===== src/rtl/tangnano9k_pmod_top.sv =====
// tangnano9k_pmod_top: Tang Nano 9K PMOD demo top.
// Each UART byte received is echoed back and becomes the display value. The display value
// drives a scanned 8x8 LED matrix, one 7-segment digit and the six on-board LEDs.
// Ports:
//   clock, reset          system clock, asynchronous active-high reset
//   button_s2             push button, active-low; a press clears the display value
//   uart_rx / uart_tx     8N1 serial in / echo out, idle high
//   row, d, seven_seg     matrix row select (one-hot), column/segment data, digit select
//   led                   on-board LEDs, active-low, show disp[5:0]
//   lcd_rs/rw/e, lcd_db   LCD pins parked at 0
//   debug_out             {rx_valid, tx_busy, slot[2:0], rx_sync}
module tangnano9k_pmod_top #(
  parameter int unsigned CLKS_PER_BIT = 234,
  parameter int unsigned SCAN_DIV     = 2700
) (
  input  logic       clock,
  input  logic       reset,
  input  logic       button_s2,
  input  logic       uart_rx,
  output logic       uart_tx,
  output logic [7:0] row,
  output logic [7:0] d,
  output logic       seven_seg,
  output logic [5:0] led,
  output logic       lcd_rs,
  output logic       lcd_rw,
  output logic       lcd_e,
  output logic [3:0] lcd_db,
  output logic [5:0] debug_out
);

  localparam int unsigned CntW    = $clog2(CLKS_PER_BIT + 1);
  localparam int unsigned DivW    = $clog2(SCAN_DIV + 1);
  localparam int unsigned HalfBit = CLKS_PER_BIT / 2;

  typedef enum logic [1:0] {RxIdle, RxStart, RxData, RxStop} rx_state_e;

  // Synchronisers
  logic rx_meta_q, rx_sync_q, rx_prev_q;
  logic btn_meta_q, btn_sync_q, btn_sample_q, btn_sample_d;

  // Scan
  logic [DivW-1:0] div_q, div_d;
  logic [3:0]      slot_q, slot_d;
  logic            scan_tick, btn_press;

  // Receiver
  rx_state_e       rx_state_q, rx_state_d;
  logic [CntW-1:0] rx_cnt_q, rx_cnt_d;
  logic [2:0]      rx_bit_q, rx_bit_d;
  logic [7:0]      rx_shift_q, rx_shift_d;
  logic            rx_valid_q, rx_valid_d;

  // Transmitter
  logic            tx_busy_q, tx_busy_d;
  logic [9:0]      tx_frame_q, tx_frame_d;
  logic [3:0]      tx_bit_q, tx_bit_d;
  logic [CntW-1:0] tx_cnt_q, tx_cnt_d;

  // Display value and registered outputs
  logic [7:0] disp_q, disp_d;
  logic       uart_tx_q, uart_tx_d;
  logic [7:0] row_q, row_d;
  logic [7:0] d_q, d_d;
  logic       seven_seg_q, seven_seg_d;
  logic [5:0] led_q, led_d;
  logic [5:0] debug_q, debug_d;

  function automatic logic [7:0] seg7(input logic [3:0] v);
    logic [7:0] s;
    case (v)
      4'h0: s = 8'h3F;
      4'h1: s = 8'h06;
      4'h2: s = 8'h5B;
      4'h3: s = 8'h4F;
      4'h4: s = 8'h66;
      4'h5: s = 8'h6D;
      4'h6: s = 8'h7D;
      4'h7: s = 8'h07;
      4'h8: s = 8'h7F;
      4'h9: s = 8'h6F;
      4'hA: s = 8'h77;
      4'hB: s = 8'h7C;
      4'hC: s = 8'h39;
      4'hD: s = 8'h5E;
      4'hE: s = 8'h79;
      default: s = 8'h71;
    endcase
    return s;
  endfunction

  function automatic logic [7:0] rotl8(input logic [7:0] v, input logic [2:0] sh);
    logic [7:0] r;
    for (int i = 0; i < 8; i++) begin
      r[i] = v[3'(i) - sh];  // 3-bit index wraps modulo 8
    end
    return r;
  endfunction

  // Scan divider, slot counter and button sampling
  always_comb begin
    scan_tick    = (div_q == DivW'(SCAN_DIV - 1));
    div_d        = scan_tick ? '0 : div_q + DivW'(1);
    slot_d       = slot_q;
    btn_sample_d = btn_sample_q;
    if (scan_tick) begin
      slot_d       = (slot_q == 4'd8) ? 4'd0 : slot_q + 4'd1;
      btn_sample_d = btn_sync_q;
    end
    // Sampling only at scan ticks filters out contact bounce
    btn_press = scan_tick && btn_sample_q && !btn_sync_q;
  end

  // Receiver next state
  always_comb begin
    rx_state_d = rx_state_q;
    rx_cnt_d   = rx_cnt_q;
    rx_bit_d   = rx_bit_q;
    rx_shift_d = rx_shift_q;
    rx_valid_d = 1'b0;
    unique case (rx_state_q)
      RxIdle: begin
        if (rx_prev_q && !rx_sync_q) begin
          rx_state_d = RxStart;
          rx_cnt_d   = '0;
        end
      end
      RxStart: begin
        if (rx_cnt_q == CntW'(HalfBit - 1)) begin
          rx_cnt_d   = '0;
          rx_bit_d   = '0;
          rx_state_d = rx_sync_q ? RxIdle : RxData;
        end else begin
          rx_cnt_d = rx_cnt_q + CntW'(1);
        end
      end
      RxData: begin
        if (rx_cnt_q == CntW'(CLKS_PER_BIT - 1)) begin
          rx_cnt_d   = '0;
          rx_shift_d = {rx_sync_q, rx_shift_q[7:1]};
          if (rx_bit_q == 3'd7) rx_state_d = RxStop;
          else                  rx_bit_d   = rx_bit_q + 3'd1;
        end else begin
          rx_cnt_d = rx_cnt_q + CntW'(1);
        end
      end
      RxStop: begin
        if (rx_cnt_q == CntW'(CLKS_PER_BIT - 1)) begin
          rx_cnt_d   = '0;
          rx_state_d = RxIdle;
          rx_valid_d = rx_sync_q;  // framing error drops the byte silently
        end else begin
          rx_cnt_d = rx_cnt_q + CntW'(1);
        end
      end
      default: rx_state_d = RxIdle;
    endcase
  end

  // Transmitter next state; frame is {stop, data, start} shifted out LSB first
  always_comb begin
    tx_busy_d  = tx_busy_q;
    tx_frame_d = tx_frame_q;
    tx_bit_d   = tx_bit_q;
    tx_cnt_d   = tx_cnt_q;
    if (!tx_busy_q) begin
      if (rx_valid_q) begin
        tx_busy_d  = 1'b1;
        tx_frame_d = {1'b1, rx_shift_q, 1'b0};
        tx_bit_d   = '0;
        tx_cnt_d   = '0;
      end
    end else if (tx_cnt_q == CntW'(CLKS_PER_BIT - 1)) begin
      tx_cnt_d = '0;
      if (tx_bit_q == 4'd9) begin
        tx_busy_d = 1'b0;
      end else begin
        tx_bit_d   = tx_bit_q + 4'd1;
        tx_frame_d = {1'b1, tx_frame_q[9:1]};
      end
    end else begin
      tx_cnt_d = tx_cnt_q + CntW'(1);
    end
    uart_tx_d = tx_busy_d ? tx_frame_d[0] : 1'b1;
  end

  // Display value and outputs, computed from next-state so they land together
  always_comb begin
    disp_d = disp_q;
    if (btn_press)  disp_d = 8'h00;
    if (rx_valid_q) disp_d = rx_shift_q;  // received byte wins over a press

    if (slot_d == 4'd8) begin
      row_d       = 8'h00;
      seven_seg_d = 1'b1;
      d_d         = seg7(disp_d[3:0]);
    end else begin
      row_d       = 8'h01 << slot_d[2:0];
      seven_seg_d = 1'b0;
      d_d         = rotl8(disp_d, slot_d[2:0]);
    end
    led_d   = ~disp_d[5:0];
    debug_d = {rx_valid_d, tx_busy_d, slot_d[2:0], rx_meta_q};
  end

  always_ff @(posedge clock or posedge reset) begin
    if (reset) begin
      rx_meta_q    <= 1'b1;
      rx_sync_q    <= 1'b1;
      rx_prev_q    <= 1'b1;
      btn_meta_q   <= 1'b1;
      btn_sync_q   <= 1'b1;
      btn_sample_q <= 1'b1;
      div_q        <= '0;
      slot_q       <= '0;
      rx_state_q   <= RxIdle;
      rx_cnt_q     <= '0;
      rx_bit_q     <= '0;
      rx_shift_q   <= '0;
      rx_valid_q   <= 1'b0;
      tx_busy_q    <= 1'b0;
      tx_frame_q   <= '1;
      tx_bit_q     <= '0;
      tx_cnt_q     <= '0;
      disp_q       <= '0;
      uart_tx_q    <= 1'b1;
      row_q        <= 8'h01;
      d_q          <= 8'h00;
      seven_seg_q  <= 1'b0;
      led_q        <= 6'h3F;
      debug_q      <= 6'b000001;
    end else begin
      rx_meta_q    <= uart_rx;
      rx_sync_q    <= rx_meta_q;
      rx_prev_q    <= rx_sync_q;
      btn_meta_q   <= button_s2;
      btn_sync_q   <= btn_meta_q;
      btn_sample_q <= btn_sample_d;
      div_q        <= div_d;
      slot_q       <= slot_d;
      rx_state_q   <= rx_state_d;
      rx_cnt_q     <= rx_cnt_d;
      rx_bit_q     <= rx_bit_d;
      rx_shift_q   <= rx_shift_d;
      rx_valid_q   <= rx_valid_d;
      tx_busy_q    <= tx_busy_d;
      tx_frame_q   <= tx_frame_d;
      tx_bit_q     <= tx_bit_d;
      tx_cnt_q     <= tx_cnt_d;
      disp_q       <= disp_d;
      uart_tx_q    <= uart_tx_d;
      row_q        <= row_d;
      d_q          <= d_d;
      seven_seg_q  <= seven_seg_d;
      led_q        <= led_d;
      debug_q      <= debug_d;
    end
  end

  assign uart_tx   = uart_tx_q;
  assign row       = row_q;
  assign d         = d_q;
  assign seven_seg = seven_seg_q;
  assign led       = led_q;
  assign debug_out = debug_q;
  assign lcd_rs    = 1'b0;
  assign lcd_rw    = 1'b0;
  assign lcd_e     = 1'b0;
  assign lcd_db    = 4'h0;

endmodule


===== config.mk =====
export PLATFORM = sky130hd
export DESIGN_NAME = tangnano9k_pmod_top
export DESIGN_NICKNAME = d
export VERILOG_FILES = /design/src/rtl/tangnano9k_pmod_top.sv
export SDC_FILE = /design/constraint.sdc
export NUM_CORES = 1
export LEC_CHECK = 0
export ABC_CLOCK_PERIOD_IN_PS = 3100
export BUFFER_PORTS_ARGS = -buffer_cell sky130_fd_sc_hd__buf_2
export CAP_MARGIN = 0
export CORE_MARGIN = 2
export CORE_UTILIZATION = 55
export DETAILED_ROUTE_END_ITERATION = 8
export PLACE_DENSITY = 0.77
export SLEW_MARGIN = 10
export SYNTH_ARGS = -nofsm -noshare
export SYNTH_HDL_FRONTEND = slang
export SYNTH_SLANG_ARGS = --single-unit

===== constraint.sdc =====
create_clock -name clock -period 3.1 [get_ports clock]
set_input_delay 0.465 -clock clock [delete_from_list [all_inputs] [get_ports clock]]
set_output_delay 0.465 -clock clock [all_outputs]
set_load 0.01 [all_outputs]

Yosys cells after proc, flatten, opt, wreduce, memory -nomap -nowiden
Memory sizes are Yosys's and may differ from the RTL's.
Index checks and enable logic that the tools add are counted.
{ "word_totals": {"register_bits": 105, "rom_bits": 112, "out_inout_bits": 37, "wordCells": 139, "n_memories": 1} }
{ "classes": {"add_sub_neg": 14, "order_cmp": 8, "eq_ne": 19, "shifts": 1, "mux": 57, "bitwise_logic": 1, "reduce_logical": 13} }
{ "memory_table": {"columns": ["name", "depth", "width", "read_ports", "rd_clocked_by_memory_dff", "write_ports", "line_no", "text"], "rows": [
  ["(name not given)", 16, 7, 1, 0, 0, "71", "case (v)"]
]} }
{ "op_table": {"columns": ["operator", "count"], "rows": [
  ["two-way mux 8 bit", 10],
  ["two-way mux 10 bit", 4],
  ["less-than comparator 3 x 4 -> 1 bit (second input constant)", 8],
  ["binary-select mux 1 bit (select 3 bit)", 8],
  ["two-way mux 4 bit", 6],
  ["one-hot mux 8 bit (3 select lines)", 1],
  ["adder 8 x 1 -> 8 bit (second input constant)", 2],
  ["== test 8 bit (second input constant)", 2],
  ["two-way mux 1 bit", 16],
  ["!= test 2 bit (second input constant)", 7],
  ["adder 12 x 1 -> 12 bit (second input constant)", 1],
  ["== test 12 bit (second input constant)", 1],
  ["== test 4 bit (second input constant)", 3],
  ["two-way mux 12 bit", 1],
  ["two-way mux 2 bit", 6],
  ["subtractor 3 bit (first input constant)", 4],
  ["two-way mux 3 bit", 3],
  ["adder 4 x 1 -> 4 bit (second input constant)", 2],
  ["== test 8 x 7 -> 1 bit (second input constant)", 1],
  ["one-hot mux 2 bit (4 select lines)", 1],
  ["<< shifter 1 x 3 -> 8 bit (first input constant)", 1],
  ["inverter 6 bit", 1],
  ["one-hot mux 3 bit (2 select lines)", 1],
  ["subtractor 1 x 3 -> 3 bit (first input constant)", 2],
  ["15 further kinds", 21]
]} }

Longest topological paths before layout
Gate-level depths: netlist of run 1.
{ "logic_depth": {"word_depth": 8, "ltp_mapped": 14, "ltp_nobuf": 11} }

Worst setup path before layout of run 1
No wires, ideal clock.
{ "synth_timing": {"kind": "register -> register", "from": "register debug_out[2] (netlist name)", "to": "register d_q[2], in the netlist d[2]", "setup_time_ns": 0.133, "t_arrival_ns": 2.995, "required_ns": 2.967, "setup_slack_ns": -0.028, "stages_incl_launch_ff": 13, "path_buffers": 4, "path_cell_list": "dfrtp_1 buf_1 inv_1 ha_1 clkbuf_1 clkbuf_1 a21oi_1 ha_1 buf_1 mux2i_1 mux2_2 nand4_1 nand3_1"} }
{ "synth_lines": {"columns": ["element", "line_no", "text"], "rows": [
  ["end signal, assigned", "228", "d_q <= 8'h00;"],
  ["end signal, assigned", "253", "d_q <= d_d;"],
  ["end, declared", "64", "logic [7:0] d_q, d_d;"]
]} }

Worst setup path after layout of run 1
{ "layout_timing": {"from": "register div_q[8]", "to": "register d_q[2], in the netlist d[2]"} }
{ "layout_via": {"elab_chain_cells": 8, "word_cells_on_any_way": 12, "cone_classes": "add/sub: 1; eq/ne: 2; mux: 6; reduce/logical: 2; memory: 1"} }
{ "layout_rtl": {"columns": ["element", "line_no", "text"], "rows": [
  ["start, declared", "43", "logic [DivW-1:0] div_q, div_d;"],
  ["start signal, assigned", "239", "div_q <= div_d;"],
  ["== test 12 bit *", "102", "scan_tick = (div_q == DivW'(SCAN_DIV - 1));"],
  ["branches (longest 6 deep; another with subtractor 2 x 3 -> 3 bit)", null, null],
  ["two-way mux 8 bit *", "193", "if (slot_d == 4'd8) begin"],
  ["net d_d[2]", "64", null]
]} }
Mark *: on every way through the listed nets, which the timed path passes. The select of a mux whose other input is x is not followed.
A chain may end at the register's enable or synchronous reset.

==> impl_metrics.csv, run 1 <==
group,metric,value,unit
die,dieArea,0.01087,mm²
grt,grt_pass1_wl,18.92,mm
timing,fin_crit,3.011,ns
die,die_x,104.3,µm
route,firstDrtPassIters,5,
timing,max_freq,0.3322,GHz
place,gp_congestion,0.9092,
route,routed_wl,11.36,mm
layout,nets,597,
critical_path,endpoint_kind,"flip-flop",
hold_path,holdPathStages,1,
route,viasPerCell,5.884,
clock_network,cts_made_buffers,9,
die,num_rows,36,
layout,diodes,0,
power_and_ir_drop,ir_worst_vdd,0.0004319,V
timing,rsz0062_at_grt,"false",
grt,grt_antenna_before_repair,0,
layout,fin_area,0.006048,mm²
clock_network,cts_resized,0,
route,first_iter_violations,261,
clock_network,clock_path_buffers,2,
logic_synthesis,yosys-top-cells-area,"dfrtp_1, dfstp_2, ha_1",
route,ant_nets,0,
timing,finalCritPeriodShare,0.9712,
timing,finalSetupTns,0,ns
timing,fin_ws,0.08936,ns
clock_network,clkSinkCount,99,
flow_run,drv_cap,0,
power_and_ir_drop,leakage,2.776,nW
clock_network,insertion_delay,0.39,ns
clock_network,path_clk_slew,0.10,ns
logic_synthesis,synth_area,0.005530,mm²
logic_synthesis,yosysWarnings,0,
timing,skew,0.01445,ns
critical_path,rr_worst_depth,9,
logic_synthesis,ys_seq_elements,99,
hold_path,hold_class,"primary input to flip-flop",
timing,holdWs,0.1712,ns
timing,setup-violations-final,0,
grt,grt_pass1_vias,3892,
critical_path,crit_required,3.37,ns
layout,syn2layout_area_growth,9.367,%
logic_synthesis,async_flop_share,1.000,
power_and_ir_drop,pwr_density_cell,418.5,mW/mm²
place,dpl.hpwl,8.121,mm
clock_network,cts_tree,"done",
critical_path,crit_arrival,3.28,ns
logic_synthesis,synthDistinctLibCells,66,
logic_synthesis,yosysTopAreaCell,"dfrtp_1",
grt,overflow,0,
place,place_inst,689,
critical_path,start_kind,"flip-flop",
layout,final_layout_size_suffix_gt1_frac,0.2273,
clock_network,ctsHoldBuffers,0,
timing,tightest_slew,0.6688,ns
timing,hold_viol_final,0,
grt,grt_usage,0.2177,
route,wl_per_cell,16.11,µm
critical_path,path_class,"flip-flop to flip-flop",
route,route.detailed.drc,0,
critical_path,crit_fanout,13,
logic_synthesis,synthCells,536,
layout,stdcell_count,705,
die,die_h,104.3,µm
place,placed_area,0.005822,mm²
clock_network,cts-root-buf,"clkbuf_8",
logic_synthesis,synth_top_flop_cell,"dfrtp_1",
layout,utilization,0.6188,
die,core-area,0.009774,mm²
die,pin_count,41,
place,dp_slack,0.1259,ns
logic_synthesis,synth-edff-count,0,
route,num_vias,4148,
logic_synthesis,yosysSeqAreaShare,0.4534,
run_status,status,"completed",
place,io_buffers,33,
grt,grt_max_degree,54,
die,initial_core_util,0.5658,
clock_network,post_cts_buffers,0,
clock_network,htreeDepth,3,
timing,max_slew_margin,0.5414,
timing,slew_viol_final,0,
power_and_ir_drop,p_total,2.531,mW
logic_synthesis,synth_area_per_cell,10.32,µm²
logic_synthesis,synth_top_area_share,0.3394,
layout,n_fill_cell,815,
[Yosys cell counts, drive strengths merged (5+ instances only)]
cell	number
dfrtp	75
nand2	50
nor2	39
inv	28
o21ai	28
ha	26
buf	24
dfstp	24
mux2	18
mux2i	18
and3	17
nand3	15
clkbuf	12
a21oi	11
nor3	10
o31ai	10
xnor2	10
a22oi	9
mux4	9
nand2b	9
nand4	9
a211oi	8
a31oi	7
and2	7
nor2b	5
[report_power, final]
group	internal [mW]	switching (mW)	leakage [nW]
clock	0.476	0.447	0.108
combinational	0.0871	0.134	1.39
sequential	1.34	0.0514	1.27
[worst max-delay path: stages (launching register included)]
cell and delay [ns]:
dfrtp_1 0.43, or4bb_1 0.65, nor3_1 0.29, buf_4 0.26
a21oi_1 0.13, ha_1 0.53, mux2i_1 0.13, mux2_2 0.30
nand4_1 0.11, nand3_1 0.07
[worst paths after layout]
path | start | to | slack, ns
max in group asynchronous | reset | led[3]$_DFF_PP1_ | 2.19
max | div_q[8]$_DFF_PP0_ | d[2]$_DFF_PP0_ | 0.09
max reg2reg | div_q[8]$_DFF_PP0_ | d[2]$_DFF_PP0_ | 0.09
min reg2reg | btn_meta_q$_DFF_PP1_ | btn_sync_q$_DFF_PP1_ | 0.36
min in group asynchronous | reset | rx_cnt_q[5]$_DFFE_PP0N_ | 0.18
min | uart_rx | rx_meta_q$_DFF_PP1_ | 0.17
[sequential cells by signal, summed over array words and instances, names as in the netlist, named ones only]
signal        count
disp_q            8
btn_sync_q        1
rx_cnt_q          8
tx_bit_q          4
rx_bit_q          3
row               8
uart_tx           1
tx_frame_q       10
rx_shift_q        8
seven_seg         1
div_q            12
debug_out         6
slot_q            1
btn_meta_q        1
d                 8
rx_meta_q         1
rx_prev_q         1
led               6
rx_state_q        1
tx_cnt_q          8
btn_sample_q      1
[layout by cell type, fill, tap and decap left out, types with 16 or more instances in the layout]
| cell | count |
|---|---|
| nor2_1 | 39 |
| dfstp_2 | 24 |
| ha_1 | 26 |
| and3_1 | 17 |
| o21ai_0 | 28 |
| inv_1 | 22 |
| buf_4 | 16 |
| mux2_2 | 18 |
| nand2_1 | 50 |
| mux2i_1 | 18 |
| buf_2 | 33 |
| dfrtp_1 | 75 |
[kinds of logic (layout without fill, tap and decap cells)]
kind of cell / count (synthesis) / after routing / share of synthesized area
XOR/XNOR: 13 / 13 / 0.02059
other: 1 / 7 / 0.0006781
adder cells (fa/ha/maj): 26 / 26 / 0.05882
buffers and inverters: 64 / 94 / 0.05656
multiplexers: 45 / 45 / 0.1059
flip-flops: 99 / 99 / 0.4534
AO/OA/AOI/OAI: 105 / 105 / 0.1310
AND/OR/NAND/NOR: 183 / 183 / 0.1731
[routing by layer]
metal  vias to the layer above  part of all wire  global-route usage
met1                      2033              0.47              0.3008
met5                         -                 0                   0
met2                       123              0.46              0.3305
met4                         0             0.020             0.07722
li1                       1972                 -                   -
met3                        20             0.051             0.06015
[cell type report]
| cell class | count | area, µm² | share of cell area |
|---|---|---|---|
| clock inverters | 6 | 88.84 | 0.01469 |
| flip-flops and latches | 99 | 2507 | 0.4146 |
| multi-input cells | 379 | 2733 | 0.4518 |
| well taps | 133 | 166.4 | 0.02751 |
| inverters | 28 | 110.1 | 0.01820 |
| clock buffers | 10 | 137.6 | 0.02276 |
| repair buffers | 50 | 305.3 | 0.05048 |
No activity file was read; power rests on OpenSTA's default activity.
==> run 2: changes to the inputs <==
Settings changed: REMOVE_ABC_BUFFERS set to 1.
==> run 2 against run 1 <==
  * Non-clock buffer count increased by 4
  * Register-to-register slack better by 0.05 ns
  * Worst hold slack lost 0.075 ns
  * Core utilization increased by 0.20 points
  * Clock power is 2.3% lower
  * Sequential power about the same
  * First-iteration DRC count decreased by 11%
  * Setup slack gained 0.052 ns
  * Power down 0.56%
  * Global-route usage grew 0.24 points
  * Clock skew down 0.0031 ns
  * Die area stayed put
  * Largest power group unchanged
==> impl_metrics.csv, run 2 (same netlist as run 1, synthesis figures left out) <==
group,metric,value,unit
place,gp_congestion,0.9480,
route,wl_per_cell,16.10,µm
layout,utilization,0.6208,
critical_path,ff2ff_setup_slack,0.14,ns
critical_path,endpoint_kind,"flip-flop",
grt,grt_pass1_vias,3957,
timing,max_slew_margin,0.5203,
timing,fin_crit,2.959,ns
timing,max_freq,0.3380,GHz
die,dieArea,0.01087,mm²
clock_network,post_cts_buffers,0,
critical_path,regToRegStartpoint,"div_q[4]$_DFF_PP0_",
timing,finalCritPeriodShare,0.9544,
place,dp_slack,0.2225,ns
layout,nets,601,
layout,syn2layout_area_growth,9.729,%
grt,overflow,0,
timing,skew,0.01135,ns
power_and_ir_drop,p_clk_frac,0.358,
clock_network,clock_path_buffers,2,
route,route.detailed.drc,0,
hold_path,hold_class,"primary input to asynchronous set/reset pin",
critical_path,crit_arrival,3.22,ns
die,die_h,104.3,µm
die,die_x,104.3,µm
power_and_ir_drop,internal_power,1.878,mW
place,dpl.hpwl,8.182,mm
layout,n_fill_cell,809,
route,viasPerCell,5.860,
power_and_ir_drop,p_total,2.517,mW
critical_path,crit_required,3.36,ns
timing,setup-violations-final,0,
layout,final_common_cell,"dfrtp_1",
power_and_ir_drop,combinationalPowerShare,0.089,
power_and_ir_drop,pwr_density_cell,414.8,mW/mm²
die,pin_count,41,
clock_network,path_clk_slew,0.10,ns
critical_path,critical_path.reg2reg.endpoint,"d[1]$_DFF_PP0_",
clock_network,clkSinkCount,99,
route,ant_nets,0,
critical_path,start_kind,"flip-flop",
grt,grt_pass1_wl,19.29,mm
route,first_iter_violations,231,
timing,rsz0062_at_grt,"false",
clock_network,ctsHoldBuffers,0,
layout,final_layout_size_suffix_gt1_frac,0.2309,
clock_network,cts-root-buf,"clkbuf_8",
power_and_ir_drop,ir_worst_vdd,0.0003504,V
layout,mostFrequentLayoutCells,"dfrtp_1, nand2_1, nor2_1",
critical_path,path_class,"flip-flop to flip-flop",
power_and_ir_drop,power.switching,638.6,µW
die,initial_core_util,0.5658,
clock_network,htreeDepth,3,
power_and_ir_drop,switching_share,0.2537,
clock_network,insertion_delay,0.38,ns
power_and_ir_drop,power_frac_seq,0.553,
route,routed_wl,11.42,mm
clock_network,cts_resized,0,
layout,largest_register_ffs,12,
critical_path,rr_worst_depth,9,
flow_run,drv_cap,0,
timing,finalSetupTns,0,ns
die,core-area,0.009774,mm²
grt,grt_antenna_before_repair,0,
timing,fin_ws,0.1414,ns
layout,fin_area,0.006068,mm²
layout,regMostFlops,"div_q",
grt,grt_usage,0.2201,
timing,slew_viol_final,0,
layout,diodes,0,
route,num_vias,4155,
grt,grt_max_degree,64,
critical_path,crit_fanout,8,
place,placed_area,0.005852,mm²
clock_network,cts_tree,"done",
route,firstDrtPassIters,5,
clock_network,cts_made_buffers,9,
place,io_buffers,33,
run_status,status,"completed",
layout,largest_registers,"div_q (12), tx_frame_q (10)",
die,num_rows,36,
timing,tightest_slew,0.6995,ns
power_and_ir_drop,leakage,2.788,nW
timing,hold_viol_final,0,
## run 2: area by class of cell
type | instances | area (µm²) | area share
Multi-Input combinational cell | 379 | 2733 | 0.4503
Sequential cell | 99 | 2507 | 0.4132
Timing Repair Buffer | 54 | 335.3 | 0.05526
Tap cell | 133 | 166.4 | 0.02742
Clock buffer | 10 | 127.6 | 0.02103
Inverter | 28 | 110.1 | 0.01814
Clock inverter | 6 | 88.84 | 0.01464
## run 2: stage by stage
stage,cells,hold WS (ns)
final,709,0.09613
after global routing,709,0.1177
after CTS,709,0.09672
after detailed placement,693,0.3473
after global placement,693,0.3461
after floorplan,506,0.3452
## run 2: metal layers
metal  routed length (µm)  part of all wire  global-route usage
met1                 5097              0.45              0.2904
met2                 5526              0.48              0.3501
met3                  587             0.051             0.05326
met4                  206             0.018             0.08880
met5                    0                 0                   0
## run 2: how the worst max path moves through the flow
stage / startpoint / end / cells after the start
floorplan: div_q[4]$_DFF_PP0_ / d[1]$_DFF_PP0_ / 9
global placement: div_q[4]$_DFF_PP0_ / d[1]$_DFF_PP0_ / 9
detailed placement: div_q[4]$_DFF_PP0_ / d[1]$_DFF_PP0_ / 9
CTS: div_q[4]$_DFF_PP0_ / d[1]$_DFF_PP0_ / 9
global route: div_q[8]$_DFF_PP0_ / d[1]$_DFF_PP0_ / 9
finish: div_q[4]$_DFF_PP0_ / d[1]$_DFF_PP0_ / 9
## run 2: critical path, stage by stage (launching register included)
cell	delay, ns
dfrtp_1	0.44
or4b_4	0.60
nor3_1	0.32
nor2_1	0.07
a21oi_1	0.18
ha_1	0.24
o2111ai_1	0.29
inv_2	0.25
nor2_1	0.08
a221o_1	0.34
## run 2: power groups by stage
stage	combinational, mW	clock [mW]	sequential (mW)
global placement	0.211	0	1.41
finish	0.224	0.902	1.39
floorplan	0.162	0	1.40
CTS	0.228	0.932	1.39
detailed placement	0.226	0	1.41
global route	0.257	0.993	1.40
==> run 3: changes to the inputs <==
Settings changed: CAP_MARGIN 0 to 10, CORE_UTILIZATION 55 to 57, CTS_BUF_LIST set to sky130_fd_sc_hd__clkbuf_2 sky130_fd_sc_hd__clkbuf_4 sky130_fd_sc_hd__clkbuf_8, PLACE_DENSITY 0.77 to 0.79.
==> run 3 against run 2 <==
  * Combinational power down 3%
  * Global-route usage up 1.5 points
  * Wire length up 0.24%
  * Largest power group unchanged
  * Non-clock buffer count down 2
  * Worst hold slack better by 0.041 ns
  * Core utilization up 2.7 points
  * Register-to-register slack better by 0.06 ns
  * Power down 2.5%
  * Via count up 0.12%
  * Cell count down 0.85%
  * Design area down 0.37%
==> impl_metrics.csv, run 3 (same netlist as run 1, synthesis figures left out) <==
group,metric,value,unit
run_status,status,"completed",
power_and_ir_drop,leakage,2.785,nW
critical_path,crit_top_cell,"buf_4",
timing,setup-violations-final,0,
clock_network,cts_made_buffers,9,
critical_path,crit_chain,"or4bb_1, buf_4, nor4_4, buf_4, nor2_1, inv_1, ha_1, nor3b_1, o21a_1, o21ai_0, o211ai_1",
grt,grt_antenna_before_repair,0,
critical_path,endpoint_kind,"flip-flop",
place,dpl.hpwl,8.202,mm
place,place_inst,687,
route,viasPerCell,5.917,
clock_network,htreeDepth,3,
route,num_vias,4160,
timing,holdWs,0.1376,ns
clock_network,cts_tree,"done",
power_and_ir_drop,p_clk_frac,0.345,
timing,slew_viol_final,0,
layout,final_layout_size_suffix_gt1_frac,0.2317,
critical_path,slowest_stage,"or4bb_1",
critical_path,worst_path_largest_cell_delay,0.56,ns
power_and_ir_drop,power.switching,617.6,µW
grt,overflow,0,
timing,max_freq,0.3453,GHz
power_and_ir_drop,pwr_density_cell,405.9,mW/mm²
die,die_h,102.5,µm
critical_path,crit_required,3.34,ns
timing,rsz0062_at_grt,"false",
die,pin_count,41,
route,ant_nets,0,
layout,syn2layout_area_growth,9.321,%
layout,regMostFlops,"div_q",
die,dieArea,0.01051,mm²
place,gp_congestion,0.9154,
grt,grt_pass1_wl,19.38,mm
layout,mostFrequentLayoutCells,"dfrtp_1, nand2_1, nor2_1",
layout,fin_area,0.006046,mm²
route,first_iter_violations,229,
clock_network,cts_resized,0,
die,num_rows,35,
power_and_ir_drop,power_frac_seq,0.566,
power_and_ir_drop,combinationalPowerShare,0.089,
route,firstDrtPassIters,6,
layout,nets,599,
route,routed_wl,11.44,mm
layout,largest_registers,"div_q (12), tx_frame_q (10)",
critical_path,path_class,"flip-flop to flip-flop",
layout,stdcell_count,703,
power_and_ir_drop,ir_worst_vdd,0.0003676,V
layout,n_fill_cell,745,
timing,hold_viol_final,0,
route,route.detailed.drc,0,
die,die_x,102.5,µm
place,placed_area,0.005832,mm²
critical_path,ff2ff_setup_slack,0.20,ns
clock_network,cts-root-buf,"clkbuf_8",
clock_network,path_clk_slew,0.09,ns
timing,finalCritPeriodShare,0.9343,
critical_path,start_kind,"flip-flop",
timing,tightest_slew,0.7302,ns
route,wl_per_cell,16.28,µm
clock_network,clkSinkCount,99,
grt,grt_pass1_vias,3923,
timing,fin_crit,2.896,ns
layout,largest_register_ffs,12,
layout,diodes,0,
critical_path,crit_fanout,7,
die,core-area,0.009328,mm²
clock_network,ctsHoldBuffers,0,
clock_network,insertion_delay,0.37,ns
power_and_ir_drop,switching_share,0.2517,
power_and_ir_drop,internal_power,1.836,mW
die,initial_core_util,0.5929,
hold_path,hold_class,"primary input to asynchronous set/reset pin",
timing,max_slew_margin,0.5094,
grt,grt_usage,0.2354,
clock_network,clock_path_buffers,2,
grt,grt_max_degree,59,
critical_path,crit_arrival,3.14,ns
clock_network,post_cts_buffers,0,
place,io_buffers,33,
layout,final_common_cell,"dfrtp_1",
flow_run,drv_cap,0,
timing,skew,0.01532,ns
run 3: cell types whose count changed in the layout (fill, tap and decap cells not counted), sizes merged:
cell and delta:
buf -2, clkinv +1, clkbuf +2, clkinvlp -2
bufinv -1
run 3: power groups by stage:
stage / sequential (mW) / combinational [mW] / clock (mW)
6_report: 1.39 / 0.218 / 0.847
5_1_grt: 1.40 / 0.256 / 0.927
4_1_cts: 1.39 / 0.223 / 0.874
3_5_place_dp: 1.41 / 0.222 / 0
3_3_place_gp: 1.41 / 0.210 / 0
2_1_floorplan: 1.40 / 0.162 / 0
run 3: final cells by class:
class | count | area [µm²] | share of cell area
clock buffer | 12 | 152.6 | 0.02525
tap | 129 | 161.4 | 0.02670
multi-input combinational | 379 | 2745 | 0.4541
sequential | 99 | 2507 | 0.4147
clock inverter | 4 | 48.80 | 0.008071
timing repair buffer | 52 | 320.3 | 0.05298
inverter | 28 | 110.1 | 0.01821
run 3: path summary, 6_finish.rpt:
| kind | to | from | cells past startpoint |
|---|---|---|---|
| setup / recovery | d[0]$_DFF_PP0_ | div_q[8]$_DFF_PP0_ | 11 |
| hold / removal | rx_cnt_q[1]$_DFFE_PP0N_ | reset | 2 |
| setup reg to reg | d[0]$_DFF_PP0_ | div_q[8]$_DFF_PP0_ | 11 |
| hold reg to reg | btn_sync_q$_DFF_PP1_ | btn_meta_q$_DFF_PP1_ | 0 |
| max in group asynchronous | row[0]$_DFF_PP1_ | reset | 3 |
| min in group clock | rx_meta_q$_DFF_PP1_ | uart_rx | 1 |
run 3: worst max-delay path, delay by kind of cell, from the launching register on:
kind	cells	cell delay, ns
adder cells (fa/ha/maj)	1	0.21
flip-flops	1	0.42
AND/OR/NAND/NOR	4	1.01
buffers and inverters	3	0.57
AO/OA/AOI/OAI	3	0.56
run 3: per-layer routing:
metal	vias up	share of wire	global-route usage
met4	0	0.013	0.06769
met2	143	0.47	0.3776
met1	2022	0.45	0.3239
li1	1977	-	-
met5	-	0	0
met3	18	0.062	0.05356
run 3: through the flow:
stage          worst slack, ns  TNS [ns]  power, mW  utilization
3_5_place_dp            0.2024         0      1.633       0.6252
2_1_floorplan          -0.2997    -1.099      1.561            -
4_1_cts                 0.1586         0      2.484       0.6468
3_3_place_gp            0.2823         0      1.617       0.6252
6_report                0.2037         0      2.454       0.6482
5_1_grt               0.005765         0      2.579       0.6482
